`src/rtl/udp_tx_pkg.sv`:
```
// Shared types and protocol constants for the UDP transmit framer.
package udp_tx_pkg;

    typedef enum logic [2:0] {IDLE, CSUM, HDR, SPLICE, PAYLOAD, TAIL, PAD} state_e;

    localparam logic [15:0] ETHERTYPE_IPV4 = 16'h0800;
    localparam logic [15:0] IP_VER_IHL     = 16'h4500;
    localparam logic [15:0] IP_FLAGS_DF    = 16'h4000;
    localparam logic [7:0]  PROTO_UDP      = 8'h11;

    localparam int          HDR_WORDS      = 10;
    localparam logic [15:0] IP_OVERHEAD    = 16'd28;
    localparam logic [15:0] UDP_OVERHEAD   = 16'd8;

    // Byte length of a header plus a payload given in 32-bit words.
    function automatic logic [15:0] len_bytes(input logic [15:0] words, input logic [15:0] overhead);
        return overhead + {words[13:0], 2'b00};
    endfunction

endpackage

```
`src/rtl/udp_tx_framer_if.sv`:
```
// Config, payload and MAC-transmit signals of the framer; master is the framer side.
interface udp_tx_framer_if #(parameter int LEN_W = 11);
    logic [47:0]      src_mac;
    logic [47:0]      dst_mac;
    logic [31:0]      src_ip;
    logic [31:0]      dst_ip;
    logic [15:0]      src_port;
    logic [15:0]      dst_port;
    logic             start;
    logic [LEN_W-1:0] length;
    logic             busy;
    logic [31:0]      pl_data;
    logic             pl_valid;
    logic             pl_ready;
    logic [31:0]      tx_data;
    logic             tx_sof;
    logic             tx_we;
    logic             tx_stop;
    logic [31:0]      frame_count;

    modport master (
        input  src_mac, dst_mac, src_ip, dst_ip, src_port, dst_port, start, length,
               pl_data, pl_valid, tx_stop,
        output busy, pl_ready, tx_data, tx_sof, tx_we, frame_count
    );

    modport slave (
        output src_mac, dst_mac, src_ip, dst_ip, src_port, dst_port, start, length,
               pl_data, pl_valid, tx_stop,
        input  busy, pl_ready, tx_data, tx_sof, tx_we, frame_count
    );
endinterface

```
`src/rtl/ip_csum_acc.sv`:
```
// 16-bit one's-complement accumulator; the end-around carry is folded on every add.
module ip_csum_acc (
    input  logic        clk_i,
    input  logic        rst_i,
    input  logic        clr_i,
    input  logic        add_i,
    input  logic [15:0] data_i,
    output logic [15:0] sum_o
);
    logic [15:0] acc_q;
    logic [16:0] raw;

    assign raw   = {1'b0, acc_q} + {1'b0, data_i};
    assign sum_o = acc_q;

    always_ff @(posedge clk_i or posedge rst_i) begin
        if (rst_i)      acc_q <= '0;
        else if (clr_i) acc_q <= '0;
        else if (add_i) acc_q <= raw[15:0] + {15'd0, raw[16]};
    end
endmodule

```
`src/rtl/udp_tx_framer.sv`:
```
// Ethernet/IPv4/UDP frame builder feeding the raw MAC transmit FIFO, payload realigned by 16 bits.
module udp_tx_framer
    import udp_tx_pkg::*;
#(
    parameter int         LEN_W     = 11,
    parameter int         MIN_WORDS = 16,
    parameter logic [7:0] TTL       = 8'h40
) (
    input logic             usr_clk,
    input logic             reset,
    udp_tx_framer_if.master bus
);
    localparam int WCNT_W = LEN_W + 1;

    state_e            state_q, state_d;
    logic [3:0]        step_q, step_d;
    logic [LEN_W-1:0]  n_q, rem_q, rem_d;
    logic [WCNT_W-1:0] wcnt_q, wcnt_d, wcnt_inc;
    logic [15:0]       hold_q, hold_d, ident_q, ident_d;
    logic [31:0]       fcnt_q, fcnt_d;
    logic              busy_q, busy_d;
    logic [47:0]       src_mac_q, dst_mac_q;
    logic [31:0]       src_ip_q, dst_ip_q;
    logic [15:0]       src_port_q, dst_port_q;

    logic        accept, avail, we, sof, ready, last;
    logic [31:0] data, hdr_word;
    logic [15:0] field, csum_sum, tot_len, udp_len;

    assign tot_len = len_bytes(16'(n_q), IP_OVERHEAD);
    assign udp_len = len_bytes(16'(n_q), UDP_OVERHEAD);

    ip_csum_acc u_csum (
        .clk_i  (usr_clk),
        .rst_i  (reset),
        .clr_i  (accept),
        .add_i  (state_q == CSUM),
        .data_i (field),
        .sum_o  (csum_sum)
    );

    always_comb begin
        field    = '0;
        hdr_word = '0;
        unique case (step_q)
            4'd0: begin field = IP_VER_IHL;          hdr_word = dst_mac_q[47:16]; end
            4'd1: begin field = tot_len;             hdr_word = {dst_mac_q[15:0], src_mac_q[47:32]}; end
            4'd2: begin field = ident_q;             hdr_word = src_mac_q[31:0]; end
            4'd3: begin field = IP_FLAGS_DF;         hdr_word = {ETHERTYPE_IPV4, IP_VER_IHL}; end
            4'd4: begin field = {TTL, PROTO_UDP};    hdr_word = {tot_len, ident_q}; end
            4'd5: begin field = '0;                  hdr_word = {IP_FLAGS_DF, TTL, PROTO_UDP}; end
            4'd6: begin field = src_ip_q[31:16];     hdr_word = {~csum_sum, src_ip_q[31:16]}; end
            4'd7: begin field = src_ip_q[15:0];      hdr_word = {src_ip_q[15:0], dst_ip_q[31:16]}; end
            4'd8: begin field = dst_ip_q[31:16];     hdr_word = {dst_ip_q[15:0], src_port_q}; end
            default: begin field = dst_ip_q[15:0];   hdr_word = {dst_port_q, udp_len}; end
        endcase
    end

    always_comb begin
        state_d  = state_q;
        step_d   = step_q;
        rem_d    = rem_q;
        wcnt_d   = wcnt_q;
        hold_d   = hold_q;
        busy_d   = busy_q;
        ident_d  = ident_q;
        fcnt_d   = fcnt_q;
        accept   = 1'b0;
        avail    = 1'b0;
        sof      = 1'b0;
        ready    = 1'b0;
        data     = '0;
        wcnt_inc = wcnt_q + WCNT_W'(1);
        last     = (wcnt_inc >= WCNT_W'(MIN_WORDS));

        unique case (state_q)
            IDLE: begin
                if (bus.start && (bus.length != '0)) begin
                    accept  = 1'b1;
                    busy_d  = 1'b1;
                    state_d = CSUM;
                    step_d  = '0;
                    rem_d   = bus.length;
                    wcnt_d  = '0;
                end
            end
            CSUM: begin
                step_d = step_q + 4'd1;
                if (step_q == 4'(HDR_WORDS - 1)) begin
                    step_d  = '0;
                    state_d = HDR;
                end
            end
            HDR: begin
                avail = 1'b1;
                data  = hdr_word;
                sof   = (step_q == 4'd0);
            end
            SPLICE: begin
                ready = ~bus.tx_stop;
                avail = bus.pl_valid;
                data  = {16'h0000, bus.pl_data[31:16]};
            end
            PAYLOAD: begin
                ready = ~bus.tx_stop;
                avail = bus.pl_valid;
                data  = {hold_q, bus.pl_data[31:16]};
            end
            TAIL: begin
                avail = 1'b1;
                data  = {hold_q, 16'h0000};
            end
            PAD: avail = 1'b1;
            default: state_d = IDLE;
        endcase

        we = avail & ~bus.tx_stop;

        // Everything past CSUM advances only on an actual write into the FIFO.
        if (we) begin
            wcnt_d = wcnt_inc;
            unique case (state_q)
                HDR: begin
                    step_d = step_q + 4'd1;
                    if (step_q == 4'(HDR_WORDS - 1)) state_d = SPLICE;
                end
                SPLICE, PAYLOAD: begin
                    hold_d  = bus.pl_data[15:0];
                    rem_d   = rem_q - LEN_W'(1);
                    state_d = (rem_q == LEN_W'(1)) ? TAIL : PAYLOAD;
                end
                TAIL, PAD: begin
                    if (last) begin
                        state_d = IDLE;
                        busy_d  = 1'b0;
                        ident_d = ident_q + 16'd1;
                        fcnt_d  = fcnt_q + 32'd1;
                    end else begin
                        state_d = PAD;
                    end
                end
                default: ;
            endcase
        end
    end

    always_ff @(posedge usr_clk or posedge reset) begin
        if (reset) begin
            state_q <= IDLE;
            step_q  <= '0;
            rem_q   <= '0;
            wcnt_q  <= '0;
            hold_q  <= '0;
            busy_q  <= 1'b0;
            ident_q <= '0;
            fcnt_q  <= '0;
        end else begin
            state_q <= state_d;
            step_q  <= step_d;
            rem_q   <= rem_d;
            wcnt_q  <= wcnt_d;
            hold_q  <= hold_d;
            busy_q  <= busy_d;
            ident_q <= ident_d;
            fcnt_q  <= fcnt_d;
        end
    end

    always_ff @(posedge usr_clk or posedge reset) begin
        if (reset) begin
            n_q        <= '0;
            src_mac_q  <= '0;
            dst_mac_q  <= '0;
            src_ip_q   <= '0;
            dst_ip_q   <= '0;
            src_port_q <= '0;
            dst_port_q <= '0;
        end else if (accept) begin
            n_q        <= bus.length;
            src_mac_q  <= bus.src_mac;
            dst_mac_q  <= bus.dst_mac;
            src_ip_q   <= bus.src_ip;
            dst_ip_q   <= bus.dst_ip;
            src_port_q <= bus.src_port;
            dst_port_q <= bus.dst_port;
        end
    end

    assign bus.tx_we       = we;
    assign bus.tx_data     = data;
    assign bus.tx_sof      = sof;
    assign bus.pl_ready    = ready;
    assign bus.busy        = busy_q;
    assign bus.frame_count = fcnt_q;
endmodule

```
`src/flat_wrapper.sv`:
```
// flat-port wrapper written by rule: the top's interface ports become plain ports
module udp_tx_framer_flat import udp_tx_pkg::*;
#(
    parameter int         LEN_W     = 11,
    parameter int         MIN_WORDS = 16,
    parameter logic [7:0] TTL       = 8'h40
)
  (usr_clk, reset, bus_src_mac, bus_dst_mac, bus_src_ip, bus_dst_ip, bus_src_port, bus_dst_port, bus_start, bus_length, bus_pl_data, bus_pl_valid, bus_tx_stop, bus_busy, bus_pl_ready, bus_tx_data, bus_tx_sof, bus_tx_we, bus_frame_count);
  udp_tx_framer_if #(.LEN_W(LEN_W)) bus_i ();
  input logic usr_clk;
  input logic reset;
  input wire logic [$bits(bus_i.src_mac)-1:0] bus_src_mac;
  input wire logic [$bits(bus_i.dst_mac)-1:0] bus_dst_mac;
  input wire logic [$bits(bus_i.src_ip)-1:0] bus_src_ip;
  input wire logic [$bits(bus_i.dst_ip)-1:0] bus_dst_ip;
  input wire logic [$bits(bus_i.src_port)-1:0] bus_src_port;
  input wire logic [$bits(bus_i.dst_port)-1:0] bus_dst_port;
  input wire logic [$bits(bus_i.start)-1:0] bus_start;
  input wire logic [$bits(bus_i.length)-1:0] bus_length;
  input wire logic [$bits(bus_i.pl_data)-1:0] bus_pl_data;
  input wire logic [$bits(bus_i.pl_valid)-1:0] bus_pl_valid;
  input wire logic [$bits(bus_i.tx_stop)-1:0] bus_tx_stop;
  output wire logic [$bits(bus_i.busy)-1:0] bus_busy;
  output wire logic [$bits(bus_i.pl_ready)-1:0] bus_pl_ready;
  output wire logic [$bits(bus_i.tx_data)-1:0] bus_tx_data;
  output wire logic [$bits(bus_i.tx_sof)-1:0] bus_tx_sof;
  output wire logic [$bits(bus_i.tx_we)-1:0] bus_tx_we;
  output wire logic [$bits(bus_i.frame_count)-1:0] bus_frame_count;
  assign bus_i.src_mac = bus_src_mac;
  assign bus_i.dst_mac = bus_dst_mac;
  assign bus_i.src_ip = bus_src_ip;
  assign bus_i.dst_ip = bus_dst_ip;
  assign bus_i.src_port = bus_src_port;
  assign bus_i.dst_port = bus_dst_port;
  assign bus_i.start = bus_start;
  assign bus_i.length = bus_length;
  assign bus_i.pl_data = bus_pl_data;
  assign bus_i.pl_valid = bus_pl_valid;
  assign bus_i.tx_stop = bus_tx_stop;
  assign bus_busy = bus_i.busy;
  assign bus_pl_ready = bus_i.pl_ready;
  assign bus_tx_data = bus_i.tx_data;
  assign bus_tx_sof = bus_i.tx_sof;
  assign bus_tx_we = bus_i.tx_we;
  assign bus_frame_count = bus_i.frame_count;
  udp_tx_framer #(.LEN_W(LEN_W), .MIN_WORDS(MIN_WORDS), .TTL(TTL)) u_core (.usr_clk(usr_clk), .reset(reset), .bus(bus_i));
endmodule
```
`config.mk`:
```
export PLATFORM = sky130hd
export DESIGN_NAME = udp_tx_framer_flat
export DESIGN_NICKNAME = d
export VERILOG_FILES = /design/src/rtl/udp_tx_pkg.sv /design/src/rtl/udp_tx_framer_if.sv /design/src/rtl/ip_csum_acc.sv /design/src/rtl/udp_tx_framer.sv /design/src/flat_wrapper.sv
export SDC_FILE = /design/constraint.sdc
export NUM_CORES = 1
export LEC_CHECK = 0
export ABC_CLOCK_PERIOD_IN_PS = 19600
export CELL_PAD_IN_SITES_DETAIL_PLACEMENT = 0
export CELL_PAD_IN_SITES_GLOBAL_PLACEMENT = 1
export CORE_MARGIN = 2
export CORE_UTILIZATION = 42
export DETAILED_ROUTE_END_ITERATION = 16
export PLACE_DENSITY = 0.91
export SLEW_MARGIN = 20
export SYNTH_ARGS = -nofsm -noshare
export SYNTH_HDL_FRONTEND = slang
export SYNTH_SLANG_ARGS = --single-unit
export TNS_END_PERCENT = 10
```
`constraint.sdc`:
```
create_clock -name usr_clk -period 19.6 [get_ports usr_clk]
set_input_delay 3.92 -clock usr_clk [delete_from_list [all_inputs] [get_ports usr_clk]]
set_output_delay 3.92 -clock usr_clk [all_outputs]
set_load 0.02 [all_outputs]
```
**Word level (Yosys, flattened, before mapping)**

Index checks and enable logic that the tools add are counted.

- Bits of input ports: 240
- Word-level logic and storage cells: 94
- Flip-flop bits (word level): 314

- $add $sub $neg: 9
- Order comparisons: 1
- Bitwise logic cells: 3
- Eq/ne operators: 16
- Reduce and logical (&&, ||, !) cells: 14
- Mux-type cells: 35

Operators with widths:

| cell | count |
|---|---|
| $pmux W32 S9 | 1 |
| $pmux W16 S9 | 1 |
| $pmux W32 S4 | 1 |
| $mux W11 | 4 |
| $mux W12 | 3 |
| $add A32 B1 Y32 const B | 1 |
| $mux W16 | 2 |
| $pmux W3 S3 | 2 |
| $add A16 B16 Y17 | 1 |
| $add A16 B1 Y16 | 1 |
| $add A16 B1 Y16 const B | 1 |
| $eq A4 B3 Y1 const B | 4 |
| $mux W4 | 4 |
| $not A16 Y16 | 1 |
| $mux W3 | 5 |
| $add A4 B13 Y14 const A | 1 |
| $add A5 B13 Y14 const A | 1 |
| $add A12 B1 Y12 const B | 1 |
| $ge A12 B5 Y1 const B | 1 |
| $eq A11 B1 Y1 const B | 1 |
| $reduce_bool A11 Y1 | 1 |
| $sub A11 B1 Y11 const B | 1 |
| $mux W1 | 10 |
| $eq A3 B3 Y1 const B | 3 |
| 19 further kinds | 26 |

**Depth between registers and ports, before layout**

Gate-level depths: netlist of run 1.

- Word-level depth: 7
- Mapped depth: 27
- Gate-level depth less buffers: 24

**Modules after synthesis**

Synthesis of run 1 repeated with hierarchy kept, for this count alone.

- Cell total of the unflattened synthesis: 2024
- Area total of the unflattened synthesis: 16864.9 sq um

Modules (own cells, without submodules):

| module | cells each | area each (sq um) | seq. area each (sq um) | instances |
|---|---|---|---|---|
| udp_tx_framer | 1810 | 15020.7 | 7457.2 | 1 |
| ip_csum_acc | 214 | 1844.3 | 400.4 | 1 |

**Worst setup path after synthesis of run 1**

Ideal clock, no wire load.

- Path kind: input port to output port
- Start point: in bus_pl_valid
- End point: out bus_tx_we
- Cell stages on the path: 6
- Slack: 10.994 ns
- Data arrival time: 4.686 ns
- Required time: 15.680 ns
- Cell sequence: a22oi_1 -> o21ai_0 -> nand2b_1 -> clkbuf_1 -> inv_1 -> buf_2

- Longest elaborated chain between the ends: 2

Ends and longest elaborated chain:

| element | line | text |
|---|---|---|
| start: declaration | flat_wrapper.sv:21 | `input wire logic [$bits(bus_i.pl_valid)-1:0] bus_pl_valid;` |
| $pmux W1 S2 | udp_tx_framer.sv:76 | `unique case (state_q)` |
| $and A1 B1 Y1 | udp_tx_framer.sv:117 | `we = avail & ~bus.tx_stop;` |
| end: declaration | flat_wrapper.sv:27 | `output wire logic [$bits(bus_i.tx_we)-1:0] bus_tx_we;` |

No other way between the ends.

**Worst setup path in the final report of run 1**

Same ends and word-level chain as after synthesis.

==> results.cfg, run 1 <==
[outcome]
status = finished, final reports clean

[synthesis]
synth_area_leader_cell = dfrtp_1
synth-main-ff-cell = dfrtp_1
syn_area_um2 = 16400
synth-edff-count = 0
synth_cell_types = 76
synth.avg_cell_area_um2 = 8.39
syn_nets = 2223
ys_top_cells_by_count = nand2_1, dfrtp_1, clkbuf_1
ys_ff_latch = 314
yosysWarnings = 0
synthArstFlopShare_pct = 100
synthesis.instances = 1949
yosysMostFrequentCell = nand2_1
yosys.area.top_type_share_pct = 48.0
synthTopCellsByArea = dfrtp_1, nand2_1, xnor2_1, ha_1, clkbuf_1
synth-seq-area-share_pct = 48.0

[floorplanning]
dieArea_um2 = 40500
coreArea_um2 = 38600
fp.dieW_um = 201
num_rows = 72
boundaryPins = 308
die_h_um = 201
initial_core_util_pct = 42.4

[placed_design]
hpwlAfterDp_um = 42500
place_area_um2 = 19800
portBuffers = 307
place_inst = 2675
dp_slack_ps = 9550
place_congestion = 0.913

[critical_path]
reg2reg_to = u_core.u_csum.sum_o[15]$_DFFE_PP0P_
rrSetupSlack_ps = 13150
worstSetupEndpointType = primary output
cp-start-kind = primary input
timing.rr.start = u_core.step_q[0]$_DFF_PP0_
critPathRequiredTime_ps = 15680
crit_type = primary input to primary output
worst-path-max-fanout = 17
r2r_cells = 23
critical_path_arrival_ps = 6140

[clock_network]
cts_tree = done
cts_buffers = 36
holdBufCountCts = 0
ctsLongestPathBuffers = 3
cts_sinks = 314
cts-root-buf = clkbuf_16
htreeDepth = 2
post_cts_buffers = 0
clk_latency_ps = 540
cts-resized-gates = 0
clk_pin_slew_ps = 60

[timing]
fin_ws_ps = 9540
hold_viol = 0
rsz0062_at_grt = false
slew_headroom_pct = 24.0
maxSlewViolCount = 0
worst_pin_slew_ps = 1140
setup_viol = 0
tns_ps = 0
fmax_mhz = 99.4
finalClockSkew_ps = 27.3
min_period_ps = 10060
fin_crit_sh_pct = 51.3
hold_ws_ps = 473

[power_and_ir_drop]
p_int_uw = 1870
switching_share_pct = 44.4
combPwrFrac_pct = 48.1
p_seq_share_pct = 31.8
power_leakage_uw = 0.00985
p_switching_uw = 1490
p_per_area_nw_per_um2 = 160
ir_drop_mv = 0.0949
clockPowerShare_pct = 20.1

[run]
cap_violations = 0

[drt]
vias = 15624
routed_wirelength_um = 59400
viasPerCell = 5.70
ant_nets = 0
drt_iter0_drc = 1742
firstDrtPassIters = 7
drc_errors = 0
post_drt_wl_per_cell_um = 21.7

[hold_path]
min_path_type = flop to flop
min_path_cells = 2
min_to = u_core.dst_port_q[8]$_DFFE_PP0P_
hold_start = u_core.dst_port_q[8]$_DFFE_PP0P_

[global_routing]
grt_pass1_vias = 15332
overflow = 0
grt_max_degree = 174
grtUsageTotal_pct = 29.1
antenna_found_initial = 4
grt_pass1_wl_um = 91200

[layout]
area_growth_pct = 28.5
fin_nets = 2470
drive_gt1_share_pct = 4.64
design_area_um2 = 21000
fin_cells = 2740
## placed cells by master (no fill, tap or decap), types with 5 or more instances in the layout
| cell | instances |
|---|---|
| o21ai_0 | 75 |
| clkdlybuf4s50_1 | 307 |
| o2111ai_1 | 15 |
| and3_1 | 17 |
| a221o_1 | 5 |
| clkbuf_16 | 36 |
| a22o_1 | 14 |
| xnor2_1 | 62 |
| a21oi_1 | 54 |
| xor2_1 | 29 |
| ha_1 | 33 |
| nor4_1 | 11 |
| buf_4 | 12 |
| nand4_1 | 27 |
| dfrtp_1 | 314 |
| clkbuf_1 | 8 |
| a22oi_1 | 34 |
| o21ai_1 | 9 |
| or3_1 | 5 |
| nand3_1 | 54 |
| inv_1 | 26 |
| and2_1 | 10 |
| a21o_1 | 13 |
| mux2i_1 | 5 |
| o21a_1 | 5 |
| nor2_1 | 66 |
| a221oi_1 | 25 |
| clkbuf_8 | 9 |
| a222oi_1 | 16 |
| a31oi_1 | 5 |
| o211ai_1 | 12 |
| nand2_1 | 791 |
| nor3_1 | 11 |
| a32o_1 | 6 |
| and4_1 | 7 |
## worst max-delay path, stage by stage
cell and delay [ps]:
clkdlybuf4s50_1 520, a21oi_1 80, o21ai_0 150, nand2b_1 340
inv_1 430, clkdlybuf4s50_1 700
## state kept, by name, indices dropped and copies added (netlist names), 11 cells and up
register / flops
u_core.rem_q: 11
u_core.dst_mac_q: 48
u_core.wcnt_q: 12
u_core.ident_q: 16
u_core.dst_port_q: 16
u_core.dst_ip_q: 32
u_core.u_csum.sum_o: 16
u_core.src_mac_q: 48
u_core.src_port_q: 16
u_core.hold_q: 16
u_core.src_ip_q: 32
u_core.n_q: 11
u_core.bus.frame_count: 32
## worst max path at each step
stage	startpoint	to	slack (ps)	depth (start not counted)
5_1_grt	bus_pl_valid	bus_tx_we	9310	6
3_3_place_gp	bus_pl_valid	bus_tx_we	9550	6
3_5_place_dp	bus_pl_valid	bus_tx_we	9550	6
6_report	bus_pl_valid	bus_tx_we	9540	6
4_1_cts	bus_pl_valid	bus_tx_we	9540	6
2_1_floorplan	reset	u_core.bus.busy$_DFF_PP0_	6990	1
## metrics by stage
step	util (%)	total power (uW)
after floorplan	-	2070
after global placement	51.4	2630
after detailed placement	51.4	2650
after CTS	54.4	3340
after global routing	54.5	3560
final	54.5	3360
## kinds of logic (layout without fill, tap and decap cells)
logic type	after synthesis	count (layout)	synth area share (%)
other cells	0	2	0
buf+inv	142	413	3.31
simple gates	1027	1027	26.2
mux	7	7	0.444
compound gates	333	333	14.4
flops	314	314	48.0
xor+xnor	91	91	4.87
fa+ha+maj	35	35	2.71
## cell type report
cell class	instances	area [um2]
Multi-Input combinational cell	1493	8000
Tap cell	518	648
Clock inverter	9	113
Sequential cell	314	7860
Clock buffer	53	1050
Inverter	28	113
Timing Repair Buffer	323	3230
Fill cell	3603	17500
Antenna cell	2	5.00
## layer usage
layer	part of all wire (%)	track usage (%)	up-vias	wire length (um)
li1	-	-	7116	-
met1	42	40.2	7680	25100
met2	46	45.4	704	27200
met3	8.7	6.28	120	5190
met4	3.3	10.0	4	1930
met5	0.040	0	-	24
## power groups by stage
stage	clock, uW	sequential (uW)	combinational, uW
global route	709	1090	1760
detailed placement	0	1070	1580
finish	674	1070	1620
global placement	0	1060	1570
CTS	682	1060	1600
floorplan	0	984	1090
Power figures use the tool's default switching activity.
==> run 2: changes to the inputs <==
--- a/config.mk
+++ b/config.mk
@@ -5,13 +5,13 @@
 export SDC_FILE = /design/constraint.sdc
 export NUM_CORES = 1
 export LEC_CHECK = 0
-export ABC_CLOCK_PERIOD_IN_PS = 19600
+export ABC_CLOCK_PERIOD_IN_PS = 9220
 export CELL_PAD_IN_SITES_DETAIL_PLACEMENT = 0
 export CELL_PAD_IN_SITES_GLOBAL_PLACEMENT = 1
 export CORE_MARGIN = 2
-export CORE_UTILIZATION = 42
+export CORE_UTILIZATION = 35
 export DETAILED_ROUTE_END_ITERATION = 16
-export PLACE_DENSITY = 0.91
+export PLACE_DENSITY = 0.81
 export SLEW_MARGIN = 20
 export SYNTH_ARGS = -nofsm -noshare
 export SYNTH_HDL_FRONTEND = slang
==> constraint.sdc (replaced) <==
create_clock -name usr_clk -period 9.22 [get_ports usr_clk]
set_input_delay 1.844 -clock usr_clk [delete_from_list [all_inputs] [get_ports usr_clk]]
set_output_delay 1.844 -clock usr_clk [all_outputs]
set_load 0.02 [all_outputs]
==> results.cfg, run 2 (synthesis gave the netlist of run 1 again) <==
[outcome]
status = finished, final reports clean

[placed_design]
portBuffers = 307
place_area_um2 = 20000
hpwlAfterDp_um = 44500
place_congestion = 0.962

[critical_path]
reg2reg_to = u_core.u_csum.sum_o[15]$_DFFE_PP0P_
crit_type = flop to primary output
critPathRequiredTime_ps = 7380
cp-start-kind = flop
worst-path-max-fanout = 22
rrSetupSlack_ps = 3260
worstSetupEndpointType = primary output
endpoint = bus_tx_data[28]
critical_path_arrival_ps = 4200
startpoint = u_core.step_q[0]$_DFF_PP0_
timing.rr.start = u_core.step_q[3]$_DFF_PP0_
r2r_cells = 21

[drt]
vias = 15411
post_drt_wl_per_cell_um = 21.3
drt_iter0_drc = 1792
drc_errors = 0
routed_wirelength_um = 60200
ant_nets = 0
viasPerCell = 5.44
firstDrtPassIters = 6

[clock_network]
ctsLongestPathBuffers = 3
clk_pin_slew_ps = 60
post_cts_buffers = 0
clk_latency_ps = 560
cts-root-buf = clkbuf_16
htreeDepth = 2
cts_tree = done
cts_buffers = 37
cts-resized-gates = 0
holdBufCountCts = 0
cts_sinks = 314

[timing]
setup_viol = 0
tns_ps = 0
worst_pin_slew_ps = 1280
fin_crit_sh_pct = 65.6
maxSlewViolCount = 0
hold_viol = 0
fmax_mhz = 165
rsz0062_at_grt = false
slew_headroom_pct = 14.4
min_period_ps = 6050
finalClockSkew_ps = 17.7

[global_routing]
use_met1_pct = 34.5
grt.met3_usage_pct = 5.24
grt_pass1_vias = 15194
grtUsageMet2_pct = 37.1
grt.busiest_layer = met2
grt_pass1_wl_um = 90600
antenna_found_initial = 2
grt_max_degree = 217
grtUsageTotal_pct = 24.8
overflow = 0

[power_and_ir_drop]
p_per_area_nw_per_um2 = 342
ir_drop_mv = 0.199
total_power_uw = 7240
combPwrFrac_pct = 47.4
p_int_uw = 3970
power_leakage_uw = 0.00986
p_seq_share_pct = 32.5
clockPowerShare_pct = 20.1
p_switching_uw = 3270
switching_share_pct = 45.2

[layout]
n_antenna_cell = 0
reg.largest.list = u_core.dst_mac_q (48), u_core.src_mac_q (48)
fill_cells = 4610
utilization_pct = 45.6
fin_nets = 2473
layout_commonest_cell = nand2_1
final_cell_mix = nand2_1, dfrtp_1, clkdlybuf4s50_1
area_growth_pct = 29.3
drive_gt1_share_pct = 4.81
design_area_um2 = 21200

[floorplanning]
fp.dieW_um = 220
boundaryPins = 308
num_rows = 79
initial_core_util_pct = 35.3
dieArea_um2 = 48500
coreArea_um2 = 46400
die_h_um = 220

[run]
cap_violations = 0

[hold_path]
min_path_type = flop to flop
## run 2: routing by layer
metal	vias to the layer above	part of all wire, %
li1	7142	-
met1	7477	43
met2	653	44
met3	137	8.1
met4	2	4.3
met5	-	0.023
## run 2: power groups by stage
stage	sequential, uW	clock, uW	combinational [uW]
6_report	2360	1460	3430
5_1_grt	2390	1550	3760
4_1_cts	2330	1490	3390
3_5_place_dp	2350	0	3370
3_3_place_gp	2350	0	3350
2_1_floorplan	2090	0	2310
## run 2: how the worst min path moves through the flow
stage                                        endpoint  cells past startpoint                                    from  slack (ps)
6_report       u_core.bus.frame_count[31]$_DFFE_PP0P_                      1  u_core.bus.frame_count[31]$_DFFE_PP0P_         470
5_1_grt        u_core.bus.frame_count[31]$_DFFE_PP0P_                      1  u_core.bus.frame_count[31]$_DFFE_PP0P_         500
3_5_place_dp   u_core.bus.frame_count[31]$_DFFE_PP0P_                      1  u_core.bus.frame_count[31]$_DFFE_PP0P_         460
2_1_floorplan        u_core.dst_port_q[5]$_DFFE_PP0P_                      2        u_core.dst_port_q[5]$_DFFE_PP0P_         440
4_1_cts        u_core.bus.frame_count[31]$_DFFE_PP0P_                      1  u_core.bus.frame_count[31]$_DFFE_PP0P_         470
3_3_place_gp            u_core.hold_q[10]$_DFFE_PP0P_                      2           u_core.hold_q[10]$_DFFE_PP0P_         460
## run 2: area by class of cell
type | count | area (um2) | share of cell area (%)
Multi-Input combinational cell | 1493 | 8000 | 37.8
Tap cell | 607 | 759 | 3.59
Clock inverter | 16 | 156 | 0.739
Inverter | 28 | 109 | 0.515
Timing Repair Buffer | 325 | 3250 | 15.3
Sequential cell | 314 | 7860 | 37.1
Clock buffer | 48 | 1030 | 4.86
## run 2: metrics by stage
| step | instances | hold WS (ps) | setup WS, ps |
|---|---|---|---|
| after floorplan | 1949 | 440 | 3190 |
| after global placement | 2767 | 457 | 3340 |
| after detailed placement | 2767 | 457 | 3250 |
| after CTS | 2831 | 474 | 3230 |
| after global routing | 2831 | 498 | 2810 |
| final | 2831 | 469 | 3170 |
## run 2: critical path, stage by stage (launching register included)
cell	delay, ps
dfrtp_1	420
inv_1	130
ha_1	430
inv_1	230
nor3_2	510
buf_4	400
a22oi_1	130
o21ai_0	100
a221oi_1	70
o211ai_1	270
o211ai_1	210
nand2_1	110
clkdlybuf4s50_1	600
==> run 3: changes to the inputs <==
--- a/config.mk
+++ b/config.mk
@@ -5,13 +5,13 @@
 export SDC_FILE = /design/constraint.sdc
 export NUM_CORES = 1
 export LEC_CHECK = 0
-export ABC_CLOCK_PERIOD_IN_PS = 9220
+export ABC_CLOCK_PERIOD_IN_PS = 6080
 export CELL_PAD_IN_SITES_DETAIL_PLACEMENT = 0
 export CELL_PAD_IN_SITES_GLOBAL_PLACEMENT = 1
 export CORE_MARGIN = 2
-export CORE_UTILIZATION = 35
+export CORE_UTILIZATION = 39
 export DETAILED_ROUTE_END_ITERATION = 16
-export PLACE_DENSITY = 0.81
+export PLACE_DENSITY = 0.85
 export SLEW_MARGIN = 20
 export SYNTH_ARGS = -nofsm -noshare
 export SYNTH_HDL_FRONTEND = slang
==> constraint.sdc (replaced) <==
create_clock -name usr_clk -period 6.08 [get_ports usr_clk]
set_input_delay 1.216 -clock usr_clk [delete_from_list [all_inputs] [get_ports usr_clk]]
set_output_delay 1.216 -clock usr_clk [all_outputs]
set_load 0.02 [all_outputs]
==> results.cfg, run 3 (synthesis gave the netlist of run 1 again) <==
[outcome]
status = finished, final reports clean

[critical_path]
crit_type = flop to primary output
worst-path-max-fanout = 21
critical_path_arrival_ps = 4590
cp-start-kind = flop
worstSetupEndpointType = primary output
critPathRequiredTime_ps = 4860

[power_and_ir_drop]
p_switching_uw = 5030
p_per_area_nw_per_um2 = 523
clockPowerShare_pct = 19.6
switching_share_pct = 45.3
ir_drop_mv = 0.216
power_leakage_uw = 0.00994
combPwrFrac_pct = 48.5
p_seq_share_pct = 31.9
p_int_uw = 6070

[timing]
hold_viol = 0
finalClockSkew_ps = 19.9
fin_ws_ps = 276
setup_viol = 0
min_period_ps = 5800
slew_headroom_pct = 30.2
tns_ps = 0
worst_pin_slew_ps = 1050
fin_crit_sh_pct = 95.5
maxSlewViolCount = 0
rsz0062_at_grt = false
fmax_mhz = 172
hold_ws_ps = 472

[floorplanning]
num_rows = 75
coreArea_um2 = 41700
die_h_um = 209
initial_core_util_pct = 39.3
boundaryPins = 308
dieArea_um2 = 43600
fp.dieW_um = 209

[clock_network]
clk_latency_ps = 560
clk_pin_slew_ps = 60
cts-root-buf = clkbuf_16
htreeDepth = 2
cts_sinks = 314
cts_buffers = 37
cts_tree = done
holdBufCountCts = 0
ctsLongestPathBuffers = 3

[placed_design]
place_congestion = 0.982
hpwlAfterDp_um = 45100
portBuffers = 307
dp_slack_ps = 405

[drt]
viasPerCell = 5.54
drt_iter0_drc = 1412
post_drt_wl_per_cell_um = 21.8
drc_errors = 0
firstDrtPassIters = 6
routed_wirelength_um = 60700
ant_nets = 0
vias = 15392

[layout]
fin_nets = 2487
drive_gt1_share_pct = 5.45
n_antenna_cell = 0
reg.largest.list = u_core.dst_mac_q (48), u_core.src_mac_q (48)
fill_cells = 4053
final_cell_mix = nand2_1, dfrtp_1, clkdlybuf4s50_1
area_growth_pct = 29.7
layout_commonest_cell = nand2_1

[run]
cap_violations = 0

[global_routing]
antenna_found_initial = 1
grt_pass1_wl_um = 92000
grtUsageTotal_pct = 27.7
overflow = 0
grt_max_degree = 176
grt_pass1_vias = 15447

[hold_path]
min_path_type = flop to flop
-- run 3: cell types whose count changed in the layout (fill, tap and decap cells not counted), moves of 2 or more --
cell,change
buf_4,+12
clkbuf_8,+3
inv_6,-2
clkbuf_1,+3
-- run 3: power by group through the flow --
stage                     logic [uW]  registers [uW]  clock network (uW)
after floorplan                 3500            3170                   0
after global placement          5230            3530                   0
after detailed placement        5280            3530                   0
after CTS                       5300            3510                2220
after global routing            5840            3600                2290
final                           5380            3540                2170
-- run 3: cell type report --
type	instances	area, um2	share of cell area [%]
multi-input combinational	1493	8010	37.8
sequential	314	7860	37.0
timing repair buffer	339	3380	15.9
clock buffer	54	1080	5.09
tap	539	674	3.18
inverter	28	109	0.513
clock inverter	12	101	0.478
-- run 3: per-stage QoR --
step	area (um2)	power [uW]	utilization, %	cells
detailed placement	20000	8810	48.0	2712
finish	21200	11100	50.9	2779
global route	21200	11700	50.9	2779
floorplan	16400	6670	-	1949
CTS	21200	11000	50.8	2778
global placement	20000	8760	48.0	2712
-- run 3: what timing repair did --
item / in CTS / in global routing
buffers inserted: 0 / 0
resized for setup: 0 / 4
endpoints found under the setup margin: 0 / 2
-- run 3: path summary, 6_finish.rpt --
check / startpoint / to / slack, ps / depth (start not counted)
worst max-delay path: u_core.step_q[2]$_DFF_PP0_ / bus_tx_data[27] / 280 / 9
worst min-delay path: u_core.dst_mac_q[27]$_DFFE_PP0P_ / u_core.dst_mac_q[27]$_DFFE_PP0P_ / 470 / 2
worst max register to register: u_core.step_q[2]$_DFF_PP0_ / u_core.u_csum.sum_o[15]$_DFFE_PP0P_ / 460 / 22
worst min register to register: u_core.dst_mac_q[27]$_DFFE_PP0P_ / u_core.dst_mac_q[27]$_DFFE_PP0P_ / 470 / 2
max in group asynchronous: reset / u_core.rem_q[0]$_DFF_PP0_ / 3980 / 4
min in group asynchronous: reset / u_core.bus.frame_count[14]$_DFFE_PP0P_ / 1130 / 3
-- run 3: metal layers --
| metal | global-route usage (%) | vias up | part of all wire (%) |
|---|---|---|---|
| met2 | 43.7 | 655 | 45 |
| met3 | 5.76 | 130 | 7.3 |
| li1 | - | 7165 | - |
| met5 | 0 | - | 0.023 |
| met1 | 37.3 | 7440 | 43 |
| met4 | 11.2 | 2 | 4.0 |
-- run 3: critical path, cell delays in order (launching register included) --
cell             delay, ps
dfrtp_1                770
nor2_1                 190
and2_1                 420
buf_4                  260
buf_4                  230
a221oi_1               550
o2111ai_1              430
o221ai_1               510
nand2_1                 90
clkdlybuf4s50_1        560
